===== src/rtl/mult_div_unit.sv =====
// RV32M execution unit: pipelined multiplier plus iterative radix-2 divider.
// Exports per-entry in-flight tags for decode hazard detection.
module mult_div_unit #(
   parameter int WD_SIZE  = 32,
   parameter int REG_SIZE = 5,
   parameter int STAGES   = 5,
   parameter int DIV_EN   = 1
) (
   input  logic                             clk,
   input  logic                             reset_n,
   input  logic                             op_i,
   input  logic [2:0]                       funct3_i,
   input  logic [WD_SIZE-1:0]               op1_data_i,
   input  logic [WD_SIZE-1:0]               op2_data_i,
   input  logic [REG_SIZE-1:0]              rd_i,
   input  logic                             ctrl_reg_write_i,
   input  logic                             flush_i,
   output logic                             stall_o,
   output logic                             valid_result_o,
   output logic [WD_SIZE-1:0]               result_o,
   output logic [REG_SIZE-1:0]              rd_o,
   output logic                             ctrl_reg_write_o,
   output logic [STAGES:0]                  inflight_valid_o,
   output logic [(STAGES+1)*REG_SIZE-1:0]   inflight_rd_o
);

   localparam int CW = $clog2(WD_SIZE + 1);

   typedef enum logic [1:0] {
      S_IDLE,
      S_SETUP,
      S_ITER,
      S_DONE
   } div_st_t;

   div_st_t r_state;
   div_st_t w_next;

   logic w_acc;
   logic w_mul_acc;
   logic w_div_acc;
   logic w_stall;
   logic w_busy;
   logic w_done;

   assign w_acc     = op_i & ~w_stall & ~flush_i;
   assign w_div_acc = w_acc & funct3_i[2] & (DIV_EN != 0);
   assign w_mul_acc = w_acc & ~w_div_acc;

   // ---------------- multiplier ----------------
   logic                      w_sa;
   logic                      w_sb;
   logic [2*WD_SIZE-1:0]      w_ma;
   logic [2*WD_SIZE-1:0]      w_mb;
   logic [2*WD_SIZE-1:0]      w_prod;
   logic [WD_SIZE-1:0]        w_mres;

   // Low 2*WD bits of the extended product hold both result words.
   always_comb begin
      w_sa   = (funct3_i[1:0] == 2'b01) | (funct3_i[1:0] == 2'b10);
      w_sb   = (funct3_i[1:0] == 2'b01);
      w_ma   = {{WD_SIZE{w_sa & op1_data_i[WD_SIZE-1]}}, op1_data_i};
      w_mb   = {{WD_SIZE{w_sb & op2_data_i[WD_SIZE-1]}}, op2_data_i};
      w_prod = w_ma * w_mb;
      w_mres = '0;
      if (!funct3_i[2]) begin
         if (funct3_i[1:0] == 2'b00)
            w_mres = w_prod[WD_SIZE-1:0];
         else
            w_mres = w_prod[2*WD_SIZE-1:WD_SIZE];
      end
   end

   logic [STAGES-1:0]         r_mv;
   logic [STAGES-1:0]         r_mwe;
   logic [REG_SIZE-1:0]       r_mrd  [STAGES];
   logic [WD_SIZE-1:0]        r_mres [STAGES];

   always_ff @(posedge clk or negedge reset_n) begin
      if (!reset_n) begin
         r_mv  <= '0;
         r_mwe <= '0;
         for (int i = 0; i < STAGES; i++) begin
            r_mrd[i]  <= '0;
            r_mres[i] <= '0;
         end
      end else begin
         r_mv[0]   <= w_mul_acc;
         r_mwe[0]  <= ctrl_reg_write_i;
         r_mrd[0]  <= rd_i;
         r_mres[0] <= w_mres;
         for (int i = 1; i < STAGES; i++) begin
            r_mv[i]   <= r_mv[i-1] & ~flush_i;
            r_mwe[i]  <= r_mwe[i-1];
            r_mrd[i]  <= r_mrd[i-1];
            r_mres[i] <= r_mres[i-1];
         end
      end
   end

   // ---------------- divider ----------------
   logic [WD_SIZE-1:0]        r_a;
   logic [WD_SIZE-1:0]        r_b;
   logic                      r_sgn;
   logic                      r_rem_op;
   logic [REG_SIZE-1:0]       r_rd;
   logic                      r_we;
   logic                      r_neg_q;
   logic                      r_neg_r;
   logic                      r_dz;
   logic [WD_SIZE-1:0]        r_quo;
   logic [WD_SIZE-1:0]        r_dvs;
   logic [WD_SIZE-1:0]        r_rem;
   logic [CW-1:0]             r_cnt;

   logic [WD_SIZE-1:0]        w_abs_a;
   logic [WD_SIZE-1:0]        w_abs_b;
   logic [WD_SIZE:0]          w_sh;
   logic [WD_SIZE:0]          w_diff;
   logic                      w_ge;
   logic [WD_SIZE-1:0]        w_q;
   logic [WD_SIZE-1:0]        w_r;
   logic [WD_SIZE-1:0]        w_dres;

   always_comb begin
      w_abs_a = (r_sgn & r_a[WD_SIZE-1]) ? -r_a : r_a;
      w_abs_b = (r_sgn & r_b[WD_SIZE-1]) ? -r_b : r_b;
      w_sh    = {r_rem, r_quo[WD_SIZE-1]};
      w_diff  = w_sh - {1'b0, r_dvs};
      w_ge    = ~w_diff[WD_SIZE];
      w_q     = r_neg_q ? -r_quo : r_quo;
      w_r     = r_neg_r ? -r_rem : r_rem;
      // Divide by zero leaves |dividend| in the remainder naturally;
      // only the quotient needs overriding.
      if (r_rem_op)
         w_dres = w_r;
      else if (r_dz)
         w_dres = '1;
      else
         w_dres = w_q;
   end

   always_ff @(posedge clk or negedge reset_n) begin
      if (!reset_n) begin
         r_a      <= '0;
         r_b      <= '0;
         r_sgn    <= 1'b0;
         r_rem_op <= 1'b0;
         r_rd     <= '0;
         r_we     <= 1'b0;
         r_neg_q  <= 1'b0;
         r_neg_r  <= 1'b0;
         r_dz     <= 1'b0;
         r_quo    <= '0;
         r_dvs    <= '0;
         r_rem    <= '0;
         r_cnt    <= '0;
      end else begin
         if (w_div_acc) begin
            r_a      <= op1_data_i;
            r_b      <= op2_data_i;
            r_sgn    <= ~funct3_i[0];
            r_rem_op <= funct3_i[1];
            r_rd     <= rd_i;
            r_we     <= ctrl_reg_write_i;
         end
         if (r_state == S_SETUP) begin
            r_neg_q <= r_sgn & (r_a[WD_SIZE-1] ^ r_b[WD_SIZE-1]);
            r_neg_r <= r_sgn & r_a[WD_SIZE-1];
            r_dz    <= (r_b == '0);
            r_quo   <= w_abs_a;
            r_dvs   <= w_abs_b;
            r_rem   <= '0;
            r_cnt   <= '0;
         end else if (r_state == S_ITER) begin
            r_rem <= w_ge ? w_diff[WD_SIZE-1:0] : w_sh[WD_SIZE-1:0];
            r_quo <= {r_quo[WD_SIZE-2:0], w_ge};
            r_cnt <= r_cnt + CW'(1);
         end
      end
   end

   always_ff @(posedge clk or negedge reset_n) begin
      if (!reset_n)
         r_state <= S_IDLE;
      else
         r_state <= w_next;
   end

   always_comb begin
      w_next = r_state;
      unique case (r_state)
         S_IDLE:  if (w_div_acc) w_next = S_SETUP;
         S_SETUP: w_next = S_ITER;
         S_ITER:  if (r_cnt == CW'(WD_SIZE - 1)) w_next = S_DONE;
         S_DONE:  w_next = w_div_acc ? S_SETUP : S_IDLE;
         default: w_next = S_IDLE;
      endcase
      if (flush_i)
         w_next = S_IDLE;
   end

   always_comb begin
      w_stall = (r_state == S_SETUP) | (r_state == S_ITER);
      w_busy  = (r_state != S_IDLE);
      w_done  = (r_state == S_DONE);
   end

   // ---------------- result port ----------------
   always_comb begin
      valid_result_o   = 1'b0;
      result_o         = '0;
      rd_o             = '0;
      ctrl_reg_write_o = 1'b0;
      unique case (1'b1)
         w_done: begin
            valid_result_o   = 1'b1;
            result_o         = w_dres;
            rd_o             = r_rd;
            ctrl_reg_write_o = r_we;
         end
         r_mv[STAGES-1]: begin
            valid_result_o   = 1'b1;
            result_o         = r_mres[STAGES-1];
            rd_o             = r_mrd[STAGES-1];
            ctrl_reg_write_o = r_mwe[STAGES-1];
         end
         default: ;
      endcase
   end

   assign stall_o          = w_stall;
   assign inflight_valid_o = {w_busy, r_mv};

   for (genvar g = 0; g < STAGES; g++) begin : g_ifrd
      assign inflight_rd_o[g*REG_SIZE +: REG_SIZE] = r_mrd[g];
   end
   assign inflight_rd_o[STAGES*REG_SIZE +: REG_SIZE] = r_rd;

endmodule


===== config.mk =====
export PLATFORM = sky130hd
export DESIGN_NAME = mult_div_unit
export DESIGN_NICKNAME = d
export VERILOG_FILES = /design/src/rtl/mult_div_unit.sv
export SDC_FILE = /design/constraint.sdc
export NUM_CORES = 2
export LEC_CHECK = 0
export ABC_AREA = 1
export BUFFER_PORTS_ARGS = -buffer_cell sky130_fd_sc_hd__clkbuf_2
export CAP_MARGIN = 20
export CORE_MARGIN = 1
export CORE_UTILIZATION = 39
export CTS_CLUSTER_DIAMETER = 60
export DETAILED_ROUTE_END_ITERATION = 6
export GPL_TIMING_DRIVEN = 0
export MAX_ROUTING_LAYER = met4
export PLACE_DENSITY_LB_ADDON = 0.2
export SYNTH_ARGS = -nofsm -noshare
export SYNTH_HDL_FRONTEND = slang
export SYNTH_SLANG_ARGS = --single-unit

===== constraint.sdc =====
create_clock -name clk -period 7 [get_ports clk]
set_input_delay 0.35 -clock clk [delete_from_list [all_inputs] [get_ports clk]]
set_output_delay 0.35 -clock clk [all_outputs]
set_load 0.01 [all_outputs]

Yosys cells after proc, flatten, opt, wreduce, memory -nomap -nowiden --
Index checks and enable logic that the tools add are counted.
Cells by class: add/sub/neg operators 6, multiply operators 1, divide/modulo/power cells 0, order comparisons 0, eq/ne operators 8, shift-type cells 0, muxes and demuxes 24, bitwise gates (word level) 21, reduce and logical (&&, ||, !) cells 7
Operators with widths (number):
- $mux W32 | 13
- $neg A32 Y32 | 4
- $mul A33 B33 Y64 | 1
- $pmux W32 S2 | 1
- $sub A33 B32 Y33 | 1
- $logic_not A32 Y1 | 1
- $and A1 B1 Y1 | 13
- $mux W6 | 2
- $pmux W5 S2 | 1
- $pmux W2 S4 | 1
- $add A6 B1 Y6 const B | 1
- $eq A2 B2 Y1 const B | 3
- $eq A6 B5 Y1 const B | 1
- $mux W2 | 3
- $not A1 Y1 | 5
- $eq A2 B1 Y1 const B | 2
- $logic_not A2 Y1 | 2
- $reduce_bool A2 Y1 | 2
- $ne A3 B2 Y1 const B | 1
- $ne A3 B3 Y1 const B | 1
- $mux W1 | 2
- $or A1 B1 Y1 | 2
- $pmux W1 S2 | 1
- $reduce_and A2 Y1 | 1
- other kinds (2) | 2
Storage, ports and cells: register bits 374, latch bits 0, memory bits (writable) 0, memory bits (read-only) 0, input bits 77, output and inout bits 76, word-level logic and storage cells 93, memories 0

Longest topological paths before layout --
depth after elaboration 9, mapped depth 35

Worst setup path after synthesis --
No wires, ideal clock.
path type input to register, start in funct3_i[0], end reg r_mres[158] (netlist name), data arrival time 7.414 ns, data required time 6.887 ns, slack -0.527 ns, stages 31, path through inv_1 ha_1 nand2_1 clkbuf_1 nor2_1 fa_1 inv_1 fa_1 inv_1 fa_1 fa_1 inv_1 fa_1 inv_1 fa_1 inv_1 fa_1 fa_1 inv_1 ha_1 nand2_1 nor2_1 inv_1 nor3_1 nand2_1 nor3_1 nand2_1 nand3_1 nand3_1 nand2_1 inv_1
Between the ends: word-level cells in the longest chain between the ends 6, elaborated cells between the ends (all ways) 9
Ends and longest elaborated chain:
- start, declared | RTL line 12 | input logic [2:0] funct3_i,
- $eq A2 B1 Y1 or $eq A2 B2 Y1 (tied branches) | RTL line 60, 61
- $or A1 B1 Y1 | RTL line 60 | w_sa = (funct3_i[1:0] == 2'b01) | (funct3_i[1:0] == 2'b10);
- $and A1 B1 Y1 | RTL line 62 | w_ma = {{WD_SIZE{w_sa & op1_data_i[WD_SIZE-1]}}, op1_data_i};
- $mul A33 B33 Y64 | RTL line 64 | w_prod = w_ma * w_mb;
- $mux W32 * | RTL line 67 | if (funct3_i[1:0] == 2'b00)
- $mux W32 * | RTL line 66 | if (!funct3_i[2]) begin
- named net w_mres[30] | RTL line 56 | logic [WD_SIZE-1:0] w_mres;
- end signal, assigned by index | RTL line 96 | r_mres[i] <= r_mres[i-1];
- end, declared | RTL line 77 | logic [WD_SIZE-1:0] r_mres [STAGES];
The timed path passes the listed nets; every way through them passes the cells marked *. A chain may end at the register's enable or synchronous reset.

Worst setup path after layout --
start in op1_data_i[9], end reg r_mres[159] (netlist name)
Between the ends: word-level cells in the longest chain between the ends 3
Ends and longest elaborated chain:
- start, declared | RTL line 13 | input logic [WD_SIZE-1:0] op1_data_i,
- $mul A33 B33 Y64 | RTL line 64
- $mux W32 | RTL line 67
- $mux W32 | RTL line 66
- named net w_mres[31] | RTL line 56
The timed path passes the listed nets, and every way through them passes these cells.

==> flow_metrics.py <==
metrics = {
    "global_route": {
        "first_global_vias": 53100,
        "grt.total_usage_pct": 33.3,
        "grt_max_degree": 116,
        "grt_pass1_wl_um": 357000,
        "antenna_found_initial": 15,
        "grt-ovfl-total": 0,
    },
    "floorplan": {
        "dieArea_mm2": 0.154,
        "chipWidth_um": 392,
        "rows": 142,
        "fp.coreArea_mm2": 0.150,
        "io-pin-count": 153,
        "die_h_um": 392,
        "start_util_pct": 39.5,
    },
    "critical_path": {
        "r2r_start": "r_state[1]$_DFFE_PN0P_",
        "critPathMaxFanout": 10,
        "crit_arrival_ps": 7640,
        "setup.worst_path.start": "op1_data_i[9]",
        "r2r_cells": 9,
        "regToRegEndpoint": "r_b[9]$_DFFE_PN0P_",
        "cp-start-kind": "primary input",
        "crit_top_cell": "fa_1",
        "cp.required_ps": 7460,
        "worst_path_max_delay_cell": "fa_1",
        "path_class": "in -> reg",
        "max_stage_delay_ps": 580,
        "ff2ff_setup_slack_ps": 3080,
        "crit_path_end_kind": "register",
    },
    "detailed_routing": {
        "drt_iter0_markers": 5141,
        "viasPerCell": 5.17,
        "drc_errors": 0,
        "drtAntennaViolNets": 0,
        "first_pass_iters": 6,
        "routedWlPerCell_um": 24.5,
        "num_vias": 51400,
        "wirelength_um": 244000,
    },
    "cts": {
        "cts_tree": "built",
        "cts_root_buffer": "clkbuf_16",
        "h-tree-depth": 2,
        "clock_latency_ps": 580,
        "numCtsBuffers": 45,
        "clock-sinks": 374,
        "clockBufferDepth": 3,
        "clk_pin_slew_ps": 60,
    },
    "yosys": {
        "netlist.area_leader.share_pct": 38.0,
        "async_flop_share_pct": 100,
        "seq_area_frac_synth_pct": 15.8,
        "synthFlopType": "dfrtp_1",
        "avgSynthCellArea_um2": 7.77,
        "synth_nets": 9100,
        "synth_seq_cells": 374,
        "synthTopCellsByArea": "fa_1 38%, dfrtp_1 16%, nand2_1 13%",
        "synth_edf_count": 0,
        "synthCells": 7641,
        "synth.distinct_cells": 49,
        "yosysWarnings": 0,
        "syn_area_mm2": 0.0594,
        "post-synth-top-area-cell": "fa_1",
    },
    "outcome": {
        "violations": "negative setup slack",
        "status": "complete, but fails checks",
    },
    "final_layout": {
        "nets": 9337,
        "area_growth_pct": 13.9,
        "final_cell_mix": "2038 x nand2_1, 1933 x inv_1, 1097 x fa_1",
        "nFillCells": 15400,
        "finish.utilization_pct": 44.9,
        "layout_commonest_cell": "nand2_1",
        "drive_above_1_share_pct": 11.3,
    },
    "sta": {
        "worst_slack_ps": -174,
        "rsz0062_at_grt": "yes",
        "skew_ps": 29.9,
        "period_share_pct": 102,
        "slew_viol_final": 0,
        "max_freq_mhz": 139,
        "relSlewSlack_pct": 39.1,
        "fin_crit_ps": 7170,
        "setup_viol": 20,
        "worstMarginPinSlew_ps": 914,
        "hold_viol_final": 0,
    },
    "hold_path": {
        "hold_start": "funct3_i[0]",
        "hold_path_end": "r_sgn$_DFFE_PN0P_",
        "whs_path_depth": 2,
        "hp-class": "in -> reg",
    },
    "placement": {
        "place_hpwl_um": 207000,
        "io_buffers": 88,
        "gp_congestion": 1.03,
    },
    "job": {
        "cap_violations": 0,
    },
}
[registers in the layout, summed over array words and instances, names as in the netlist, 2 cells and up]
register       cells
r_state            2
r_mres           160
r_cnt              6
r_dvs             32
r_a               32
r_rem             32
r_mv               5
r_b               32
r_mwe              5
inflight_rd_o     25
r_rd               5
r_quo             32
[critical path, delay by kind of cell]
family	cells	cell delay (ps)
and+or+nand+nor	12	1630
buffers and inverters	9	1070
adders and majority gates	9	4530
[cells in the mapped netlist, types with 10 or more instances]
| master | count |
|---|---|
| nand3_1 | 296 |
| nand4_1 | 45 |
| nor3_1 | 31 |
| o21ai_0 | 256 |
| ha_1 | 256 |
| nand3b_1 | 14 |
| inv_1 | 1969 |
| a21oi_1 | 175 |
| o21bai_1 | 25 |
| fa_1 | 1126 |
| clkbuf_1 | 313 |
| buf_1 | 11 |
| dfrtp_1 | 374 |
| xnor2_1 | 22 |
| a31oi_1 | 10 |
| nand2_1 | 2104 |
| buf_2 | 16 |
| o221ai_1 | 25 |
| or2_2 | 12 |
| nor2_1 | 406 |
| xor2_1 | 49 |
[timing repair]
item                                    in CTS  in global routing
resized for setup                          615                262
cloned                                       1                  1
endpoints found under the setup margin      32                 32
hold endpoints to repair                   106                  0
setup buffers                               29                 33
pin swaps                                   67                 67
hold buffers                                 8                  0
[cell type report]
cell class	instances	area (um^2)	share of cell area, %
Antenna cell	10	25.0	0.0370
Buffer	346	2100	3.10
Clock buffer	63	1260	1.87
Clock inverter	20	243	0.359
Inverter	1976	7450	11.0
Multi-Input combinational cell	4944	43000	63.6
Sequential cell	374	9360	13.8
Tap cell	2016	2520	3.73
Timing Repair Buffer	191	1680	2.48
[layer usage]
metal,vias up,share of wire (%),GRT usage (%)
li1,22700,-,-
met1,26100,40,42.1
met2,2123,46,52.7
met3,412,9.1,6.78
met4,0,4.6,12.8
met5,-,0,-
[stage by stage]
stage / hold slack [ps] / worst slack [ps] / TNS (ps) / std cells / area, um^2
CTS: 9.51 / -123 / -1130 / 9897 / 66600
global route: 28.2 / -292 / -4990 / 9936 / 67600
detailed placement: 335 / -2200 / -62890 / 9776 / 63100
global placement: 332 / -2910 / -1114310 / 9745 / 62500
floorplan: 54.4 / -94.3 / -138 / 7641 / 59600
finish: 37.1 / -174 / -1150 / 9940 / 67600
[worst max-delay path by stage]
stage	end	cells past startpoint	slack, ps
final	r_mres[159]$_DFF_PN0_	30	-170
after global routing	r_mres[159]$_DFF_PN0_	31	-290
after CTS	r_mres[159]$_DFF_PN0_	31	-120
after detailed placement	r_mres[152]$_DFF_PN0_	27	-2200
after global placement	r_mres[155]$_DFF_PN0_	1	-2910
after floorplan	r_mres[158]$_DFF_PN0_	31	-90
[logic make-up after synthesis]
logic type	share of synthesized area, %
flip-flops	15.8
XOR/XNOR	1.05
adder cells (fa/ha/maj)	43.3
AND/OR/NAND/NOR	19.8
AO/OA/AOI/OAI	5.23
buffers and inverters	14.8
Power is not shown: default switching activity piles up to over one toggle a cycle in this logic, so the estimate is an artifact.
